--- src/rtl/alu_sequencer_if.sv ---
`default_nettype none
// ============================================================================
// Module      : alu_sequencer_if
// Description : Handshake and datapath-control bundle between the Booth /
//               non-restoring sequencer and its 9-bit A / 8-bit Q datapath.
// Revision    : 1.0 - initial release
// ============================================================================
interface alu_sequencer_if;
    logic       start;
    logic       op;
    logic       q0;
    logic       q_m1;
    logic       a8;
    logic       clr_a;
    logic       load_q;
    logic       load_m;
    logic       load_a;
    logic       add;
    logic       sub;
    logic       rshift_a;
    logic       rshift_q;
    logic       lshift_a;
    logic       lshift_q;
    logic       a7_mem;
    logic       set_q0;
    logic       q0_val;
    logic [2:0] count;
    logic       busy;
    logic       done;

    modport master (
        input  start, op, q0, q_m1, a8,
        output clr_a, load_q, load_m, load_a, add, sub,
               rshift_a, rshift_q, lshift_a, lshift_q, a7_mem,
               set_q0, q0_val, count, busy, done
    );

    modport slave (
        output start, op, q0, q_m1, a8,
        input  clr_a, load_q, load_m, load_a, add, sub,
               rshift_a, rshift_q, lshift_a, lshift_q, a7_mem,
               set_q0, q0_val, count, busy, done
    );
endinterface
`default_nettype wire

--- src/rtl/alu_sequencer.sv ---
`default_nettype none
// ============================================================================
// Module      : alu_sequencer
// Description : Control FSM for 8-bit Booth multiply / non-restoring divide.
// Revision    : 1.0 - initial release
// ============================================================================
module alu_sequencer (
    input  wire logic       clk,
    input  wire logic       reset,
    alu_sequencer_if.master bus
);

    localparam logic [3:0] S_IDLE     = 4'd0;
    localparam logic [3:0] S_INIT     = 4'd1;
    localparam logic [3:0] S_M_TEST   = 4'd2;
    localparam logic [3:0] S_M_ADD    = 4'd3;
    localparam logic [3:0] S_M_SUB    = 4'd4;
    localparam logic [3:0] S_M_SHIFT  = 4'd5;
    localparam logic [3:0] S_D_SHIFT  = 4'd6;
    localparam logic [3:0] S_D_ADDSUB = 4'd7;
    localparam logic [3:0] S_D_SETQ   = 4'd8;
    localparam logic [3:0] S_D_CORR   = 4'd9;
    localparam logic [3:0] S_DONE     = 4'd10;

    localparam logic [2:0] C_LAST     = 3'd7;

    logic [3:0] r_state;
    logic [3:0] w_next;
    logic       r_op;
    logic [2:0] r_count;

    // State-only strobes are registered from the next state; the a8-dependent
    // terms are combined below because a8 is only valid in the current cycle.
    logic r_init, r_m_add, r_m_sub, r_m_shift, r_d_shift;
    logic r_d_addsub, r_d_setq, r_d_corr, r_done, r_busy;

    always_comb begin
        w_next = S_IDLE;
        case (r_state)
            S_IDLE:     w_next = bus.start ? S_INIT : S_IDLE;
            S_INIT:     w_next = r_op ? S_D_SHIFT : S_M_TEST;
            S_M_TEST: begin
                case ({bus.q0, bus.q_m1})
                    2'b10:   w_next = S_M_SUB;
                    2'b01:   w_next = S_M_ADD;
                    default: w_next = S_M_SHIFT;
                endcase
            end
            S_M_ADD:    w_next = S_M_SHIFT;
            S_M_SUB:    w_next = S_M_SHIFT;
            S_M_SHIFT:  w_next = (r_count == C_LAST) ? S_DONE : S_M_TEST;
            S_D_SHIFT:  w_next = S_D_ADDSUB;
            S_D_ADDSUB: w_next = S_D_SETQ;
            S_D_SETQ:   w_next = (r_count == C_LAST) ? S_D_CORR : S_D_SHIFT;
            S_D_CORR:   w_next = S_DONE;
            S_DONE:     w_next = S_IDLE;
            default:    w_next = S_IDLE;
        endcase
    end

    always_ff @(posedge clk) begin
        if (reset) begin
            r_state    <= S_IDLE;
            r_op       <= 1'b0;
            r_count    <= 3'd0;
            r_init     <= 1'b0;
            r_m_add    <= 1'b0;
            r_m_sub    <= 1'b0;
            r_m_shift  <= 1'b0;
            r_d_shift  <= 1'b0;
            r_d_addsub <= 1'b0;
            r_d_setq   <= 1'b0;
            r_d_corr   <= 1'b0;
            r_done     <= 1'b0;
            r_busy     <= 1'b0;
        end else begin
            r_state <= w_next;
            if (r_state == S_IDLE && bus.start) begin
                r_op <= bus.op;
            end
            if (r_state == S_INIT) begin
                r_count <= 3'd0;
            end else if ((r_state == S_M_SHIFT || r_state == S_D_SETQ) &&
                         r_count != C_LAST) begin
                r_count <= r_count + 3'd1;
            end
            r_init     <= (w_next == S_INIT);
            r_m_add    <= (w_next == S_M_ADD);
            r_m_sub    <= (w_next == S_M_SUB);
            r_m_shift  <= (w_next == S_M_SHIFT);
            r_d_shift  <= (w_next == S_D_SHIFT);
            r_d_addsub <= (w_next == S_D_ADDSUB);
            r_d_setq   <= (w_next == S_D_SETQ);
            r_d_corr   <= (w_next == S_D_CORR);
            r_done     <= (w_next == S_DONE);
            r_busy     <= (w_next != S_IDLE);
        end
    end

    assign bus.clr_a    = r_init;
    assign bus.load_q   = r_init;
    assign bus.load_m   = r_init;
    assign bus.load_a   = r_m_add | r_m_sub | r_d_addsub | (r_d_corr & bus.a8);
    assign bus.add      = r_m_add | ((r_d_addsub | r_d_corr) & bus.a8);
    assign bus.sub      = r_m_sub | (r_d_addsub & ~bus.a8);
    assign bus.rshift_a = r_m_shift;
    assign bus.rshift_q = r_m_shift;
    assign bus.a7_mem   = r_m_shift;
    assign bus.lshift_a = r_d_shift;
    assign bus.lshift_q = r_d_shift;
    assign bus.set_q0   = r_d_setq;
    assign bus.q0_val   = r_d_setq & ~bus.a8;
    assign bus.count    = r_count;
    assign bus.busy     = r_busy;
    assign bus.done     = r_done;

endmodule
`default_nettype wire
--- src/flat_wrapper.sv ---
// flat-port wrapper written by rule: the top's interface ports become plain ports
module alu_sequencer_flat 
  (clk, reset, bus_start, bus_op, bus_q0, bus_q_m1, bus_a8, bus_clr_a, bus_load_q, bus_load_m, bus_load_a, bus_add, bus_sub, bus_rshift_a, bus_rshift_q, bus_lshift_a, bus_lshift_q, bus_a7_mem, bus_set_q0, bus_q0_val, bus_count, bus_busy, bus_done);
  alu_sequencer_if bus_i ();
  input  wire logic clk;
  input  wire logic reset;
  input wire logic [$bits(bus_i.start)-1:0] bus_start;
  input wire logic [$bits(bus_i.op)-1:0] bus_op;
  input wire logic [$bits(bus_i.q0)-1:0] bus_q0;
  input wire logic [$bits(bus_i.q_m1)-1:0] bus_q_m1;
  input wire logic [$bits(bus_i.a8)-1:0] bus_a8;
  output wire logic [$bits(bus_i.clr_a)-1:0] bus_clr_a;
  output wire logic [$bits(bus_i.load_q)-1:0] bus_load_q;
  output wire logic [$bits(bus_i.load_m)-1:0] bus_load_m;
  output wire logic [$bits(bus_i.load_a)-1:0] bus_load_a;
  output wire logic [$bits(bus_i.add)-1:0] bus_add;
  output wire logic [$bits(bus_i.sub)-1:0] bus_sub;
  output wire logic [$bits(bus_i.rshift_a)-1:0] bus_rshift_a;
  output wire logic [$bits(bus_i.rshift_q)-1:0] bus_rshift_q;
  output wire logic [$bits(bus_i.lshift_a)-1:0] bus_lshift_a;
  output wire logic [$bits(bus_i.lshift_q)-1:0] bus_lshift_q;
  output wire logic [$bits(bus_i.a7_mem)-1:0] bus_a7_mem;
  output wire logic [$bits(bus_i.set_q0)-1:0] bus_set_q0;
  output wire logic [$bits(bus_i.q0_val)-1:0] bus_q0_val;
  output wire logic [$bits(bus_i.count)-1:0] bus_count;
  output wire logic [$bits(bus_i.busy)-1:0] bus_busy;
  output wire logic [$bits(bus_i.done)-1:0] bus_done;
  assign bus_i.start = bus_start;
  assign bus_i.op = bus_op;
  assign bus_i.q0 = bus_q0;
  assign bus_i.q_m1 = bus_q_m1;
  assign bus_i.a8 = bus_a8;
  assign bus_clr_a = bus_i.clr_a;
  assign bus_load_q = bus_i.load_q;
  assign bus_load_m = bus_i.load_m;
  assign bus_load_a = bus_i.load_a;
  assign bus_add = bus_i.add;
  assign bus_sub = bus_i.sub;
  assign bus_rshift_a = bus_i.rshift_a;
  assign bus_rshift_q = bus_i.rshift_q;
  assign bus_lshift_a = bus_i.lshift_a;
  assign bus_lshift_q = bus_i.lshift_q;
  assign bus_a7_mem = bus_i.a7_mem;
  assign bus_set_q0 = bus_i.set_q0;
  assign bus_q0_val = bus_i.q0_val;
  assign bus_count = bus_i.count;
  assign bus_busy = bus_i.busy;
  assign bus_done = bus_i.done;
  alu_sequencer u_core (.clk(clk), .reset(reset), .bus(bus_i));
endmodule
--- config.mk ---
export PLATFORM = sky130hd
export DESIGN_NAME = alu_sequencer_flat
export DESIGN_NICKNAME = d
export VERILOG_FILES = /design/src/rtl/alu_sequencer_if.sv /design/src/rtl/alu_sequencer.sv /design/src/flat_wrapper.sv
export SDC_FILE = /design/constraint.sdc
export NUM_CORES = 1
export LEC_CHECK = 0
export CORE_UTILIZATION = 42
export CTS_CLUSTER_SIZE = 10
export DETAILED_ROUTE_END_ITERATION = 10
export GPL_TIMING_DRIVEN = 1
export PLACE_DENSITY_LB_ADDON = 0.05
export SLEW_MARGIN = 10
export SYNTH_ARGS = -nofsm -noshare
export SYNTH_HDL_FRONTEND = slang
export SYNTH_SLANG_ARGS = --single-unit
export TNS_END_PERCENT = 20
--- constraint.sdc ---
create_clock -name clk -period 1.5 [get_ports clk]
set_clock_uncertainty 0.05 [all_clocks]
set_input_delay 0.15 -clock clk [delete_from_list [all_inputs] [get_ports clk]]
set_output_delay 0.15 -clock clk [all_outputs]
set_load 0.02 [all_outputs]
Yosys cells after proc, flatten, opt, wreduce, memory -nomap -nowiden. Index checks and enable logic that the tools add are counted.

Input bits: 7. Register bits after elaboration: 18. Word-level logic and storage cells: 60.

Bitwise operators: 11. Equal/unequal tests: 22. Reductions and logical operators: 7. Add/subtract/negate cells: 1. Muxes and demuxes: 6.

Operators with widths (count): $pmux 4 s9 (1); $eq 4x3->1 const B (8); $eq 4x4->1 const B (5); $eq 4x2->1 const B (3); $eq 4x1->1 const B (2); $mux 4 (2); $or 1x1->1 (6); $pmux 3 s2 (1); $and 1x1->1 (4); $logic_not 4->1 (1); $reduce_bool 4->1 (1); $reduce_or 2->1 (2); $add 3x1->3 const B (1); $eq 3x3->1 const B (1); $mux 3 (1); $ne 3x3->1 const B (1); $eq 2x1->1 const B (1); $eq 2x2->1 const B (1); $logic_and 1x1->1 (2); $logic_or 1x1->1 (1); $mux 1 (1); $not 1->1 (1).

Logic depth before layout (Yosys ltp). Gate-level depths: netlist of run 1.

Depth after elaboration: 4. Gate-level depth with buffers: 6. Gate-level depth less buffers: 6.

Worst setup path before layout of run 1. Ideal clock, no wire load.

Path type: reg2reg. From: register u_core.r_count[0] (netlist: u_core.bus.count[0]). To: register u_core.r_init (netlist: u_core.bus.clr_a). Arrival time: 1.601 ns. Stages on the path, launching flop included: 7. Library setup time: 0.062 ns. Path slack: -0.212 ns. Buffers on the path: 0. Cells stage by stage: dfxtp_1 -> ha_1 -> ha_1 -> or2_2 -> a32o_1 -> nor2_1 -> and4bb_1.

Cells in the longest elaborated chain, start to end: 4.

RTL lines: start: declaration (RTL line alu_sequencer.sv:30) `logic [2:0] r_count;`; start signal: assignment (RTL line alu_sequencer.sv:85) `r_count <= r_count + 3'd1;`; $eq 3x3->1 * (RTL line alu_sequencer.sv:51, alu_sequencer.sv:54); $mux 4, on equally long branches (RTL line alu_sequencer.sv:54, alu_sequencer.sv:51); $pmux 4 s9 * (RTL line alu_sequencer.sv:39) `case (r_state)`; $eq 4x1->1 * (RTL line alu_sequencer.sv:87) `r_init <= (w_next == S_INIT);`; end signal: assignment (RTL line alu_sequencer.sv:87); end: declaration (RTL line alu_sequencer.sv:34) `logic r_init, r_m_add, r_m_sub, r_m_shift, r_d_shift;`.

Every way passes the cells marked *; elsewhere a longest branch is shown, timed or not. A chain may end at the register's enable or synchronous reset.

Final worst setup path of run 1.
From: register u_core.r_count[0] (netlist: u_core.bus.count[0]). To: register u_core.r_count[1] (netlist: u_core.bus.count[1]).

Cells in the longest elaborated chain, start to end: 2.

RTL lines: parallel branches: the longest is 2 deep, another holds $add 3x1->3.

Several ways; the timed one is not identified.

==> flow_summary_export.csv, run 1 <==
group,metric,value,unit
status,status,"complete, but fails checks",
status,violations,"negative setup slack",
finish,fill_cells,183,
finish,regArea,372,um^2
clock_network,clk_latency,0.28,ns
detailed_routing,wl_per_cell,12.1,um
clock_network,clk_path_buf_depth,2,
sta,final-setup-viol-count,6,
clock_network,clock-root-buffer,"clkbuf_4",
critical_path,path_cells,"ha_4, ha_4, or2_4, o21bai_1, buf_4, mux2i_1, nor2_1",
detailed_routing,drc,0,
finish,drive_above_1_share,33.6,%
detailed_routing,ant_nets,0,
clock_network,clk_pin_slew_worst_paths,0.10,ns
finish,antenna_cells,0,
finish,multiInputGateArea,512,um^2
hold_path,hold_depth,3,
hold_path,hp-start,"bus_op",
placed_design,gp_congestion,0.773,
critical_path,cp_max_fo,5,
grt,grt_pass1_vias,666,
finish,regMostFlops,"u_core.r_state",
sta,fmax,640,MHz
critical_path,crit_path_start,"u_core.bus.count[0]",
critical_path,cp-end-kind,"flip-flop",
sta,hold_ws,0.363,ns
hold_path,hold_path_class,"in2reg",
logic_synthesis,synth_warnings,0,
finish,nNetsFinal,135,
logic_synthesis,synth_top_area_cell,"dfxtp_1",
die,io_pins,25,
clock_network,cts_num_sinks,18,
detailed_routing,vias,768,
logic_synthesis,syn-instance-count,92,
grt,grt_pass1_wl,3.04,mm
sta,tightest_slew,0.428,ns
power,peakVddDrop,0.000654,V
logic_synthesis,ys_seq_area_share,39.0,%
die,fp-row-count,16,
logic_synthesis,synth_nets,101,
critical_path,worstRegToRegCells,7,
placed_design,io_buffer_count,24,
logic_synthesis,ys_seq_elements,18,
sta,hold_violations,0,
critical_path,cp_slowest_stage_delay,0.36,ns
logic_synthesis,syn_area_per_cell,10.0,um^2
sta,rsz0062_at_grt,"yes",
die,initial_core_util,45.7,%
finish,utilization,65.7,%
logic_synthesis,yosys.area.top_type_share,39.0,%
detailed_routing,drt_first_pass_iters,4,
clock_network,cts_tree,"done",
logic_synthesis,synth.area.top_cells,"dfxtp_1 (39%), buf_4 (4.1%), nor2_1 (4.1%)",
finish,final_cell_mix,"clkdlybuf4s50_1 (14), buf_4 (14), dfxtp_1 (13)",
critical_path,cp.arrival,1.70,ns
placed_design,place_ws,-0.220,ns
sta,drv_slew,0,
power,p_leak,0.641,nW
power,p_total,1.29,mW
clock_network,h-tree-depth,1,
finish,syn_to_final_growth,43.9,%
die,coreArea,0.00202,mm^2
die,chipWidth,48.9,um
sta,slew_headroom,71.4,%
detailed_routing,drt-initial-drc-count,6,
die,dieArea,0.00239,mm^2
critical_path,slowest_stage,"dfxtp_4",
clock_network,post_cts_buffers,0,
die,die_h,48.9,um
grt,grt_overflow,0,
finish,largest_reg_flops,4,
clock_network,numCtsBuffers,3,
power,powerDensity,971,mW/mm^2
critical_path,cpMostUsedCell,"ha_4",
logic_synthesis,mappedNetlistArea,923,um^2
sta,fin_crit,1.56,ns
job,maxCapViolCount,0,
hold_path,hold_end,"u_core.r_op",
grt,grt_usage,16.6,%
critical_path,crit_type,"reg2reg",
grt,antenna_found_initial,0,
critical_path,r2r-start,"u_core.bus.count[0]",
logic_synthesis,synth_top_flop_cell,"dfxtp_1",
detailed_routing,routed_wl,1.84,mm
placed_design,post-dp-hpwl,1.33,mm
logic_synthesis,async_reset_ff_share,0,%
sta,fin_crit_sh,104,%
critical_path,r2r_end,"u_core.bus.count[1]",
critical_path,reg2reg_slack,-0.06,ns
sta,setup_ws,-0.0616,ns
detailed_routing,vias_per_cell,5.05,
critical_path,start_kind,"flip-flop",
logic_synthesis,synth_edf_count,0,
grt,grt_max_degree,13,
logic_synthesis,ys_types,43,
critical_path,worstPathRequired,1.63,ns
[worst max-delay path by stage]
stage                          end  slack (ns)
6_report       u_core.bus.count[1]       -0.06
5_1_grt          u_core.bus.set_q0       -0.14
4_1_cts        u_core.bus.count[1]       -0.07
3_5_place_dp            bus_load_a       -0.22
3_3_place_gp            bus_load_a       -0.20
2_1_floorplan     u_core.bus.clr_a      -0.008
[Yosys cell counts (2+ instances only)]
library cell	number
dfxtp_1	18
nor2_1	10
buf_4	5
inv_1	4
nor2b_1	4
a21oi_1	3
buf_6	3
nand2_1	3
nor3_1	3
a21o_1	2
ha_1	2
mux2i_1	2
nand2b_1	2
or2_2	2
[power breakdown]
part	switching [mW]	internal (mW)
clock network	0.142	0.148
registers	0.0337	0.509
logic	0.218	0.240
[stage by stage]
| stage | setup TNS (ns) | cell area, um^2 | std cells |
|---|---|---|---|
| global route | -1.02 | 1330 | 152 |
| detailed placement | -1.99 | 1270 | 148 |
| floorplan | -0.0120 | 961 | 92 |
| CTS | -0.365 | 1310 | 152 |
| finish | -0.253 | 1330 | 152 |
| global placement | -1.74 | 1270 | 148 |
[cells by family after synthesis]
group | synth area share (%)
compound gates | 20.1
xor+xnor | 0.949
fa+ha+maj | 2.71
buf+inv | 11.2
flops | 39.0
mux | 2.17
simple gates | 23.8
[routing by layer]
metal | vias to the layer above | GRT usage, % | share of wire, %
met3 | 2 | 2.18 | 3.6
li1 | 392 | - | -
met1 | 356 | 21.2 | 46
met2 | 18 | 27.1 | 49
met4 | 0 | 8.82 | 1.3
met5 | - | 0 | 0
[critical path: cells and delay by family (launching register included)]
kind / cells / cell delay, ns
AO/OA/AOI/OAI: 1 / 0.15
adder cells (fa/ha/maj): 2 / 0.33
buffers and inverters: 1 / 0.15
flip-flops: 1 / 0.36
multiplexers: 1 / 0.14
AND/OR/NAND/NOR: 2 / 0.28
[what timing repair did]
action                                  in CTS  in global routing
gates resized for setup                     11                  9
pin swaps                                    2                  3
endpoints found under the setup margin      19                 21
hold buffers                                 0                  0
[final cells by class]
class	instances	area share, %
multi-input cells	60	38.5
repair buffers	39	27.1
well taps	27	2.54
flip-flops and latches	18	28.0
clock buffers	4	2.73
inverters	4	1.13
No activity file was read; power rests on OpenSTA's default activity.
==> run 2: changes to the inputs <==
ABC_AREA = 1   (was not set)
CORE_UTILIZATION = 41   (was 42)
==> run 2 against run 1 <==
Net effect: the flow now finishes without violations; first-iteration DRC count is 67% higher; wire length decreased by 5.9%; worst setup slack improved by 0.063 ns; die area down 2.5%; critical path type unchanged; largest cell class unchanged.
==> flow_summary_export.csv, run 2 <==
group,metric,value,unit
status,status,"finished, final reports clean",
placed_design,dpl.cell_count,168,
sta,rsz0062_at_grt,"yes",
logic_synthesis,synth_top_area_cell,"dfxtp_1",
critical_path,worstPathRequired,1.66,ns
finish,final_cell_mix,"nand2_1 (19), nor2_1 (18), inv_1 (17)",
logic_synthesis,yosys.area.top_type_share,41.0,%
sta,drv_slew,0,
logic_synthesis,synthTopCellsByCount,"nor2_1 (22), nand2_1 (19), dfxtp_1 (18)",
detailed_routing,vias_per_cell,4.64,
logic_synthesis,ys_seq_area_share,41.0,%
clock_network,clk_pin_slew_worst_paths,0.10,ns
finish,drive_above_1_share,23.8,%
logic_synthesis,synth_edf_count,0,
detailed_routing,ant_nets,0,
detailed_routing,wl_per_cell,9.95,um
clock_network,clk_path_buf_depth,2,
die,die_h,48.3,um
finish,largest_reg_flops,4,
finish,syn_to_final_growth,42.0,%
sta,fin_crit_sh,99.9,%
placed_design,post-dp-hpwl,1.32,mm
power,peakVddDrop,0.000771,V
finish,regMostFlops,"u_core.r_state",
detailed_routing,drc,0,
die,chipWidth,48.3,um
sta,slew_headroom,80.4,%
logic_synthesis,syn_area_per_cell,7.32,um^2
logic_synthesis,ys_seq_elements,18,
finish,nNetsFinal,157,
die,coreArea,0.00198,mm^2
grt,grt_pass1_wl,2.38,mm
detailed_routing,drt_first_pass_iters,4,
clock_network,cts_num_sinks,18,
finish,final-instance-count-excl-fill,174,
grt,grt_max_degree,11,
sta,fin_setup_tns,0,ns
power,powerDensity,1240,mW/mm^2
detailed_routing,vias,807,
power,p_leak,0.610,nW
critical_path,crit_type,"reg2reg",
clock_network,clock-root-buffer,"clkbuf_4",
power,p_total,1.55,mW
die,dieArea,0.00233,mm^2
logic_synthesis,async_reset_ff_share,0,%
grt,grt_usage,15.1,%
critical_path,cp.arrival,1.66,ns
grt,grt_overflow,0,
sta,hold_ws,0.400,ns
sta,final-setup-viol-count,0,
clock_network,h-tree-depth,1,
finish,antenna_cells,0,
critical_path,start_kind,"flip-flop",
clock_network,postCtsHoldBufs,0,
clock_network,cts_tree,"done",
hold_path,hold_path_class,"reg2reg",
hold_path,hold_depth,2,
detailed_routing,routed_wl,1.73,mm
sta,fin_crit,1.50,ns
hold_path,hold_end,"u_core.r_op",
logic_synthesis,syn-instance-count,120,
clock_network,clk_latency,0.30,ns
die,fp-row-count,16,
critical_path,cp-end-kind,"flip-flop",
grt,grt_pass1_vias,615,
die,io_pins,25,
logic_synthesis,synth_warnings,0,
placed_design,gp_congestion,0.803,
critical_path,reg2reg_slack,0.001,ns
critical_path,r2r_end,"u_core.bus.busy",
sta,hold_violations,0,
finish,final_common_cell,"nand2_1",
die,initial_core_util,44.3,%
sta,tightest_slew,0.294,ns
critical_path,cp_max_fo,3,
logic_synthesis,synth.area.top_cells,"dfxtp_1 (41%), nor2_1 (9.4%), nand2_1 (8.1%)",
logic_synthesis,mappedNetlistArea,878,um^2
critical_path,worstRegToRegCells,9,
critical_path,r2r-start,"u_core.bus.count[1]",
logic_synthesis,synth_nets,129,
logic_synthesis,ys_types,20,
clock_network,numCtsBuffers,3,
logic_synthesis,synth_top_flop_cell,"dfxtp_1",
hold_path,hp-start,"u_core.r_op",
grt,antenna_found_initial,0,
detailed_routing,drt-initial-drc-count,10,
placed_design,io_buffer_count,24,
logic_synthesis,synth_most_common_cell,"nor2_1",
job,maxCapViolCount,0,
sta,fmax,667,MHz
[run 2: what timing repair did]
| item | CTS | global route |
|---|---|---|
| setup buffers | 0 | 2 |
| hold endpoints to repair | 0 | 0 |
| setup endpoints to repair | 9 | 14 |
| pin swaps | 1 | 3 |
| gates resized for setup | 5 | 17 |
[run 2: critical path: stages (launching register included)]
cell     delay (ns)
dfxtp_2        0.38
ha_4           0.14
ha_4           0.13
inv_1          0.06
nand3_2        0.12
nand2_4        0.08
nor2_4         0.19
nand3_4        0.11
nor2_2         0.11
nor2_1         0.04
[run 2: metal layers]
layer	GRT usage, %	up-vias	wire length [um]
li1	-	420	-
met1	18.9	367	762
met2	24.3	16	883
met3	2.22	4	56
met4	9.44	0	29
met5	0	-	0
[run 2: cell type report]
cell class                 instances  area [um^2]
clock buffer                       4         36.3
sequential                        18          363
tap                               27         33.8
inverter                          17         63.8
fill                             184          734
multi-input combinational         79          472
timing repair buffer              29          279
[run 2: worst max path at each step]
stage                                    from              end  slack, ns  cells after the start
after global placement                 bus_a8       bus_load_a      -0.09                      4
after CTS                 u_core.bus.count[0]   u_core.r_m_sub      -0.01                      7
after floorplan           u_core.bus.count[0]  u_core.bus.busy       0.02                      9
final                     u_core.bus.count[1]  u_core.bus.busy      0.001                      9
after detailed placement               bus_a8       bus_load_a      -0.13                      4
after global routing      u_core.bus.count[1]  u_core.bus.busy      -0.03                      9
[run 2: per-stage QoR]
| stage | setup slack [ns] | instance area, um^2 | utilization [%] |
|---|---|---|---|
| floorplan | 0.0194 | 881 | - |
| global placement | -0.0946 | 1140 | 57.3 |
| detailed placement | -0.130 | 1140 | 57.3 |
| CTS | -0.0121 | 1170 | 58.8 |
| global route | -0.0330 | 1250 | 62.9 |
| finish | 0.00141 | 1250 | 62.9 |
[run 2: logic make-up (layout without fill, tap and decap cells)]
family | after synthesis | in the layout | synth area share (%)
compound gates | 6 | 6 | 3.42
fa+ha+maj | 2 | 2 | 2.85
simple gates | 70 | 70 | 39.7
xor+xnor | 1 | 1 | 0.997
buf+inv | 23 | 50 | 12.0
flops | 18 | 18 | 41.0
[run 2: power by group]
group	total (mW)	switching, mW	internal [mW]	leakage (nW)
registers	0.587	0.0460	0.541	0.147
logic	0.658	0.403	0.254	0.442
clock network	0.305	0.157	0.148	0.0210
total	1.55	0.606	0.943	0.610
